<file path="src/rtl/fetch_queue.sv">
// rtl/fetch_queue.sv - fetch PC owner, imem request issue and {pc, instr} queue toward decode
package fetch_queue_pkg;
    typedef struct packed {
        logic [31:0] pc;
        logic [31:0] instr;
    } fetch_data;
endpackage

module fetch_queue
    import fetch_queue_pkg::*;
#(
    parameter int unsigned DEPTH    = 4,
    parameter logic [31:0] RESET_PC = 32'h0000_0000
) (
    input  logic        clk,
    input  logic        reset,
    output logic        imem_req_valid,
    output logic [31:0] imem_addr,
    input  logic [31:0] imem_rdata,
    input  logic        redirect_valid,
    input  logic [31:0] redirect_pc,
    output logic        valid_out,
    input  logic        ready_out,
    output fetch_data   data_out
);
    localparam int unsigned AW = $clog2(DEPTH);

    logic [31:0]   r_pc;
    fetch_data     r_mem [DEPTH];
    logic [AW-1:0] r_rd_ptr;
    logic [AW-1:0] r_wr_ptr;
    logic [AW:0]   r_count;
    logic          r_inflight;
    logic [31:0]   r_inflight_pc;

    logic          w_valid;
    logic          w_pop;
    logic          w_push;
    logic          w_issue;
    logic [AW+1:0] w_occ;
    logic [AW+1:0] w_limit;

    assign w_valid = reset && !redirect_valid && (r_count != '0);
    assign w_pop   = w_valid && ready_out;
    assign w_push  = r_inflight && !redirect_valid;

    // The in-flight request holds a slot; a pop this cycle frees one immediately.
    assign w_occ   = {1'b0, r_count} + {{(AW+1){1'b0}}, r_inflight};
    assign w_limit = (AW+2)'(DEPTH) + {{(AW+1){1'b0}}, w_pop};
    assign w_issue = reset && !redirect_valid && (w_occ < w_limit);

    always_ff @(posedge clk) begin
        if (w_push) begin
            r_mem[r_wr_ptr] <= '{pc: r_inflight_pc, instr: imem_rdata};
        end
    end

    always_ff @(posedge clk or negedge reset) begin
        if (!reset) begin
            r_pc          <= RESET_PC;
            r_rd_ptr      <= '0;
            r_wr_ptr      <= '0;
            r_count       <= '0;
            r_inflight    <= 1'b0;
            r_inflight_pc <= '0;
        end else if (redirect_valid) begin
            r_pc       <= redirect_pc & ~32'h3;
            r_rd_ptr   <= '0;
            r_wr_ptr   <= '0;
            r_count    <= '0;
            r_inflight <= 1'b0;
        end else begin
            if (w_issue) begin
                r_pc          <= r_pc + 32'd4;
                r_inflight_pc <= r_pc;
            end
            r_inflight <= w_issue;
            if (w_push) begin
                r_wr_ptr <= r_wr_ptr + 1'b1;
            end
            if (w_pop) begin
                r_rd_ptr <= r_rd_ptr + 1'b1;
            end
            case ({w_push, w_pop})
                2'b10:   r_count <= r_count + 1'b1;
                2'b01:   r_count <= r_count - 1'b1;
                default: r_count <= r_count;
            endcase
        end
    end

    assign imem_req_valid = w_issue;
    assign imem_addr      = r_pc;
    assign valid_out      = w_valid;
    assign data_out       = r_mem[r_rd_ptr];
endmodule

</file>
<file path="config.mk">
export PLATFORM = sky130hd
export DESIGN_NAME = fetch_queue
export DESIGN_NICKNAME = d
export VERILOG_FILES = /design/src/rtl/fetch_queue.sv
export SDC_FILE = /design/constraint.sdc
export NUM_CORES = 1
export LEC_CHECK = 0
export CAP_MARGIN = 20
export CORE_MARGIN = 8
export CORE_UTILIZATION = 40
export CTS_CLUSTER_DIAMETER = 200
export DETAILED_ROUTE_END_ITERATION = 12
export HOLD_SLACK_MARGIN = 0.03
export PLACE_DENSITY = 0.61
export SETUP_SLACK_MARGIN = 0.05
export SYNTH_ARGS = -nofsm -noshare
export SYNTH_HDL_FRONTEND = slang
export SYNTH_SLANG_ARGS = --single-unit
</file>
<file path="constraint.sdc">
create_clock -name clk -period 5.18 [get_ports clk]
set_clock_uncertainty 0.1 [all_clocks]
set_input_delay 0.777 -clock clk [delete_from_list [all_inputs] [get_ports clk]]
set_output_delay 0.777 -clock clk [all_outputs]
set_load 0.01 [all_outputs]
</file>
==> metrics.cfg, run 1 <==
[timing]
period_minus_slack_ps=3780
setup_viol=0
tns_ps=0
hold_viol_final=0
rsz0062_at_grt=no
drv_slew=0
fin_ws_ps=1400
fin_crit_sh_pct=72.9
fin_hold_ws_ps=59.5
fmaxAchievable_mhz=265
slew-limit-headroom_pct=32.1
worstMarginPinSlew_ps=1020

[floorplan]
ios=166
dieHeight_um=194
num_rows=65
die-area_um2=37600
start_util_pct=40.4
die_x_um=194
core_area_um2=31400

[cts]
numClockSinks=316
cts_buffer_depth=3
cts.repair.resized=0
ctsHoldBuffers=0
clk_pin_slew_ps=60
cts_buffers=35
tritoncts=yes
cts_setup_buffers=0
root_buffer=clkbuf_16
worstSkewPairLatency_ps=500
h-tree-depth=2

[setup_path]
criticalPathCategory=reg2out
critPathLaunchType=flop
crit_buf_inv=2
crit_path_top_delay_cell=dfrtp_4
crit_fanout=39
crit_chain=buf_12, mux4_2, clkdlybuf4s50_1
required_ps=4300
cpLargestDelayFamily=flip-flops
cpPeakStageDelay_ps=980
endpoint_kind=primary output
critical_path_arrival_ps=2900

[logic_synthesis]
ys_warn_count=0
yosysMostFrequentCell=edfxtp_1
synth_top_area_cell=edfxtp_1
netlist_top_cells_area=edfxtp_1 59%, dfrtp_1 13%, mux4_2 11%
syn_inst=732
synth_ff_type=edfxtp_1
synth_top_area_share_pct=58.8
netlist_area_um2=12700
synth_common_cells=248 x edfxtp_1, 95 x nand2_1, 68 x dfrtp_1
ys_seq_area_share_pct=72.2
synth_edf_count=248
async_flop_share_pct=21.5
yosys.cell_types.count=73
ys_ff_latch=316
avgSynthCellArea_um2=17.3

[placed_design]
place_area_um2=14600
dp.cells=1263
port_buffers=159
pre_cts_ws_ps=1420
place_congestion=0.786
hpwl_um=16800

[pwr]
power.density_nw_per_um2=374
ir_drop_mv=0.181
p_leak_nw=5.44

[drt]
totalWireLength_um=27600
drt_iter0_markers=435
wl_met1_um=12600
vias_per_cell=5.25
vias=6968
met2_length_um=12800
first_pass_iters=5
route.met3.wl_um=1740
drt-wirelength-per-cell_um=20.8
dr.max_layer_used=met5
postRouteAntennaNets=0
drcViolationCount=0

[global_routing]
grt_max_degree=64
grt-ovfl-total=0
grt_pass1_vias=7331
grt_pass1_wl_um=43800
track_usage_pct=14.7
antenna_found_initial=1

[finish]
syn_to_final_growth_pct=24.4
final_area_um2=15800
drive_gt1_share_pct=15.9
stdcell_count=1327
diodes=0
nets=974

[run_status]
status=finished clean

[worst_hold_path]
hold_path_class=in2async

[flow_run]
maxCapViolations=0

registers in the layout, indices dropped and copies added, names as in the netlist:
register / flops
imem_addr: 30
r_count: 3
r_inflight: 1
r_inflight_pc: 30
r_mem: 248
r_rd_ptr: 2
r_wr_ptr: 2
placed cells by master, fill, tap and decap left out, drive strengths merged, types with 3 or more instances in the layout:
cell,n
a211o,6
a21oi,6
a221o,6
a311oi,4
a31oi,3
and2,10
and3,10
and4,3
buf,6
clkbuf,44
clkdlybuf4s50,158
clkinv,13
clkinvlp,3
conb,4
dfrtp,68
edfxtp,248
ha,7
inv,19
mux2,3
mux4,62
nand2,96
nand3,16
nand4,9
nor2,19
nor2b,3
nor3,9
nor3b,6
nor4,5
o211ai,5
o21ai,25
o311ai,3
or3,6
xnor2,7
stage by stage:
| stage | power, mW | util (%) |
|---|---|---|
| final | 5.89 | 50.2 |
| after floorplan | 3.30 | - |
| after detailed placement | 3.58 | 46.6 |
| after global routing | 6.13 | 50.2 |
| after CTS | 5.97 | 50.2 |
| after global placement | 3.57 | 46.6 |
worst register-to-register path, cell delays in order, from the launching register on:
cell     delay [ps]
dfrtp_1         530
ha_1            280
ha_1            240
xnor2_4         170
o211a_2         330
nand2_4          90
buf_4           490
o21ai_0         180
a211o_1         310
per-layer routing:
layer / global-route usage (%) / vias up
li1: - / 3211
met1: 20.3 / 3524
met2: 22.7 / 195
met3: 4.32 / 36
met4: 3.42 / 2
met5: 0 / -
final timing paths:
kind                                                  end                     startpoint  cells after the start  slack (ps)
worst min-delay path            imem_addr[21]$_DFFE_PN0P_                          reset                      1          60
worst max register to register  imem_addr[25]$_DFFE_PN0P_           r_inflight$_DFF_PN0_                      8        2340
min in group clk                   r_mem[0][50]$_DFFE_PP_  r_inflight_pc[18]$_DFFE_PN0P_                      0         420
max in group asynchronous         r_rd_ptr[0]$_DFFE_PN0P_                          reset                      2        3850
worst min register to register     r_mem[0][50]$_DFFE_PP_  r_inflight_pc[18]$_DFFE_PN0P_                      0         420
worst max-delay path                          data_out[2]        r_rd_ptr[0]$_DFFE_PN0P_                      3        1400
kinds of logic (layout without fill, tap and decap cells):
group,count (synthesis),after routing,share of synthesized area [%]
DFF,316,316,72.2
and+or+nand+nor,203,203,8.45
AOI/OAI and AO/OA,75,75,4.32
muxes,66,66,11.4
buffers and inverters,55,245,2.10
adders and majority gates,8,8,0.849
xor gates and xnor gates,8,8,0.701
other,1,4,0.0296
power breakdown:
part / switching [mW] / total [mW] / internal [mW] / leakage [nW]
logic: 0.232 / 0.485 / 0.253 / 1.81
clock network: 0.961 / 2.37 / 1.41 / 0.540
registers: 0.136 / 3.04 / 2.90 / 3.10
cell type report:
class                      instances  area [um2]
clock inverter                    20         168
sequential                       316        9160
fill                            2633       15600
inverter                          17        63.8
multi-input combinational        364        3280
clock buffer                      44         951
timing repair buffer             164        1640
tap                              402         503
Power figures use the tool's default switching activity.
==> run 2: changes to the inputs <==
--- a/config.mk
+++ b/config.mk
@@ -11,7 +11,7 @@
 export CTS_CLUSTER_DIAMETER = 200
 export DETAILED_ROUTE_END_ITERATION = 12
 export HOLD_SLACK_MARGIN = 0.03
-export PLACE_DENSITY = 0.61
+export PLACE_DENSITY = 0.63
 export SETUP_SLACK_MARGIN = 0.05
 export SYNTH_ARGS = -nofsm -noshare
 export SYNTH_HDL_FRONTEND = slang
==> constraint.sdc (replaced) <==
create_clock -name clk -period 3.2 [get_ports clk]
set_clock_uncertainty 0.1 [all_clocks]
set_input_delay 0.48 -clock clk [delete_from_list [all_inputs] [get_ports clk]]
set_output_delay 0.48 -clock clk [all_outputs]
set_load 0.01 [all_outputs]
==> run 2 against run 1 <==
Compared with the run above:
- combinational power rose by 73%
- flip-flop and latch count did not move
- total power rose by 61%
- largest power group unchanged
- global-route usage rose by 0.54 points
- sequential share of layout area fell by 0.87 points
- hold slack improved by 70 ps
- final cell count rose by 1.6%
==> metrics.cfg, run 2 (synthesis gave the netlist of run 1 again) <==
[timing]
fmaxAchievable_mhz=332
hold_viol_final=0  ; unchanged
setup_viol=0  ; unchanged
fin_hold_ws_ps=129  ; was 59.5 ps
tns_ps=0  ; unchanged
fin_crit_sh_pct=94.2
period_minus_slack_ps=3010
rsz0062_at_grt=no  ; unchanged
drv_slew=0  ; unchanged
slew-limit-headroom_pct=47.7  ; was 32.1%
worstMarginPinSlew_ps=785  ; was 1020 ps

[global_routing]
grt_pass1_vias=7482  ; was 7331
grt_pass1_wl_um=45400  ; was 43800 um
grt_max_degree=63  ; was 64
antenna_found_initial=0  ; was 1
grt-ovfl-total=0  ; unchanged
track_usage_pct=15.2  ; was 14.7%

[placed_design]
port_buffers=159  ; unchanged
place_congestion=0.800  ; was 0.786
place_area_um2=14900  ; was 14600 um2
hpwl_um=19000  ; was 16800 um

[drt]
drt-wirelength-per-cell_um=21.1  ; was 20.8 um
vias_per_cell=5.24  ; was 5.25
drcViolationCount=0  ; unchanged
drt_iter0_markers=429  ; was 435
first_pass_iters=4  ; was 5
postRouteAntennaNets=0  ; unchanged
totalWireLength_um=28500  ; was 27600 um
vias=7062  ; was 6968

[finish]
fillers=2576  ; was 2633
diodes=0  ; unchanged
regMostFlops=r_mem  ; unchanged
drive_gt1_share_pct=17.7  ; was 15.9%
syn_to_final_growth_pct=26.3  ; was 24.4%
final_common_cell=edfxtp_1  ; unchanged
final_cell_mix=248 x edfxtp_1, 157 x clkdlybuf4s50_1, 95 x nand2_1  ; was 248 x edfxtp_1, 158 x clkdlybuf4s50_1, 95 x nand2_1
final_area_um2=16000  ; was 15800 um2
final-seq-area_um2=9160  ; about the same
final_core_util_pct=51.0  ; was 50.2%
nets=996  ; was 974
largest_reg_flops=248  ; unchanged
multiInputGateArea_um2=3290  ; was 3280 um2

[cts]
root_buffer=clkbuf_16  ; unchanged
cts_buffers=35  ; unchanged
clk_pin_slew_ps=60  ; about the same
numClockSinks=316  ; unchanged
worstSkewPairLatency_ps=490  ; was 500 ps
tritoncts=yes  ; unchanged
cts_buffer_depth=3  ; unchanged
h-tree-depth=2  ; unchanged

[floorplan]
ios=166  ; unchanged
start_util_pct=40.4  ; unchanged
dieHeight_um=194  ; unchanged
die_x_um=194  ; unchanged
core_area_um2=31400  ; unchanged
num_rows=65  ; unchanged
die-area_um2=37600  ; unchanged

[setup_path]
crit_fanout=4  ; was 39
endpoint_kind=primary output  ; unchanged
criticalPathCategory=reg2out  ; unchanged
crit_chain=ha_1, ha_2, nor2_2, o211a_4, nand2_4, inv_2, clkdlybuf4s50_1  ; was buf_12, mux4_2, clkdlybuf4s50_1
critical_path_arrival_ps=2430  ; was 2900 ps
crit_path_top_delay_cell=clkdlybuf4s50_1  ; was dfrtp_4
required_ps=2620  ; was 4300 ps
cpPeakStageDelay_ps=530  ; was 980 ps
critPathLaunchType=flop  ; unchanged

[flow_run]
maxCapViolations=0  ; unchanged

[worst_hold_path]
hold_path_class=in2async  ; unchanged

[pwr]
ir_drop_mv=0.396  ; was 0.181 mV
p_leak_nw=5.56  ; was 5.44 nW
power.density_nw_per_um2=591  ; was 374 nW/um2

[run_status]
status=finished clean  ; unchanged

==> run 2: cell types whose count changed in the layout (fill, tap and decap cells not counted), moves of 2 or more <==
cell      delta
clkbuf_1     +4
buf_12       +9
buf_4       +12
clkinv_4     +2
inv_6        -2
clkbuf_8     -2
==> run 2: power by group <==
part | total (mW) | internal, mW | switching [mW]
combinational | 0.839 | 0.433 | 0.406
clock | 3.72 | 2.20 | 1.52
sequential | 4.90 | 4.70 | 0.203
total | 9.46 | 7.33 | 2.13
==> run 2: timing repair <==
action,4_1_cts,5_1_grt
resized for setup,3,1
hold buffers,1,0
hold endpoints to repair,14,0
pin swaps,1,1
setup buffers,2,1
endpoints found under the setup margin,1,1
==> run 2: per-layer routing <==
layer | global-route usage, % | wire length (um)
met1 | 21.1 | 13100
met2 | 24.0 | 13200
met3 | 3.75 | 1790
met4 | 3.34 | 438
met5 | 0 | 0
==> run 2: through the flow <==
step	worst slack (ps)	power (mW)	std cells
after floorplan	254	5.33	735
after CTS	92.5	9.58	1347
after detailed placement	381	5.82	1281
after global routing	78.4	9.85	1348
after global placement	371	5.79	1281
final	187	9.46	1348
==> run 2: area by class of cell <==
type                    instances  area share (%)
clock inverters                16           0.680
flip-flops and latches        316            57.2
inverters                      17           0.399
repair buffers                186            12.0
well taps                     402            3.14
clock buffers                  47            6.02
multi-input cells             364            20.6
==> run 2: final timing paths <==
path	depth (start not counted)	end	from	slack, ps
worst max-delay path	7	imem_req_valid	r_count[0]$_DFFE_PN0P_	190
worst min-delay path	2	imem_addr[11]$_DFFE_PN0P_	reset	130
worst max register to register	8	imem_addr[5]$_DFFE_PN0P_	r_count[0]$_DFFE_PN0P_	570
worst min register to register	0	r_mem[0][44]$_DFFE_PP_	r_inflight_pc[12]$_DFFE_PN0P_	420
max in group asynchronous	2	imem_addr[20]$_DFFE_PN0P_	reset	2000
min in group clk	3	imem_addr[24]$_DFFE_PN0P_	redirect_valid	270
==> run 2: critical path: cells and delay by family, from the launching register on <==
family	cells	cell delay, ps
flip-flops	1	410
AND/OR/NAND/NOR	2	250
AO/OA/AOI/OAI	1	210
adder cells (fa/ha/maj)	2	480
buffers and inverters	2	600
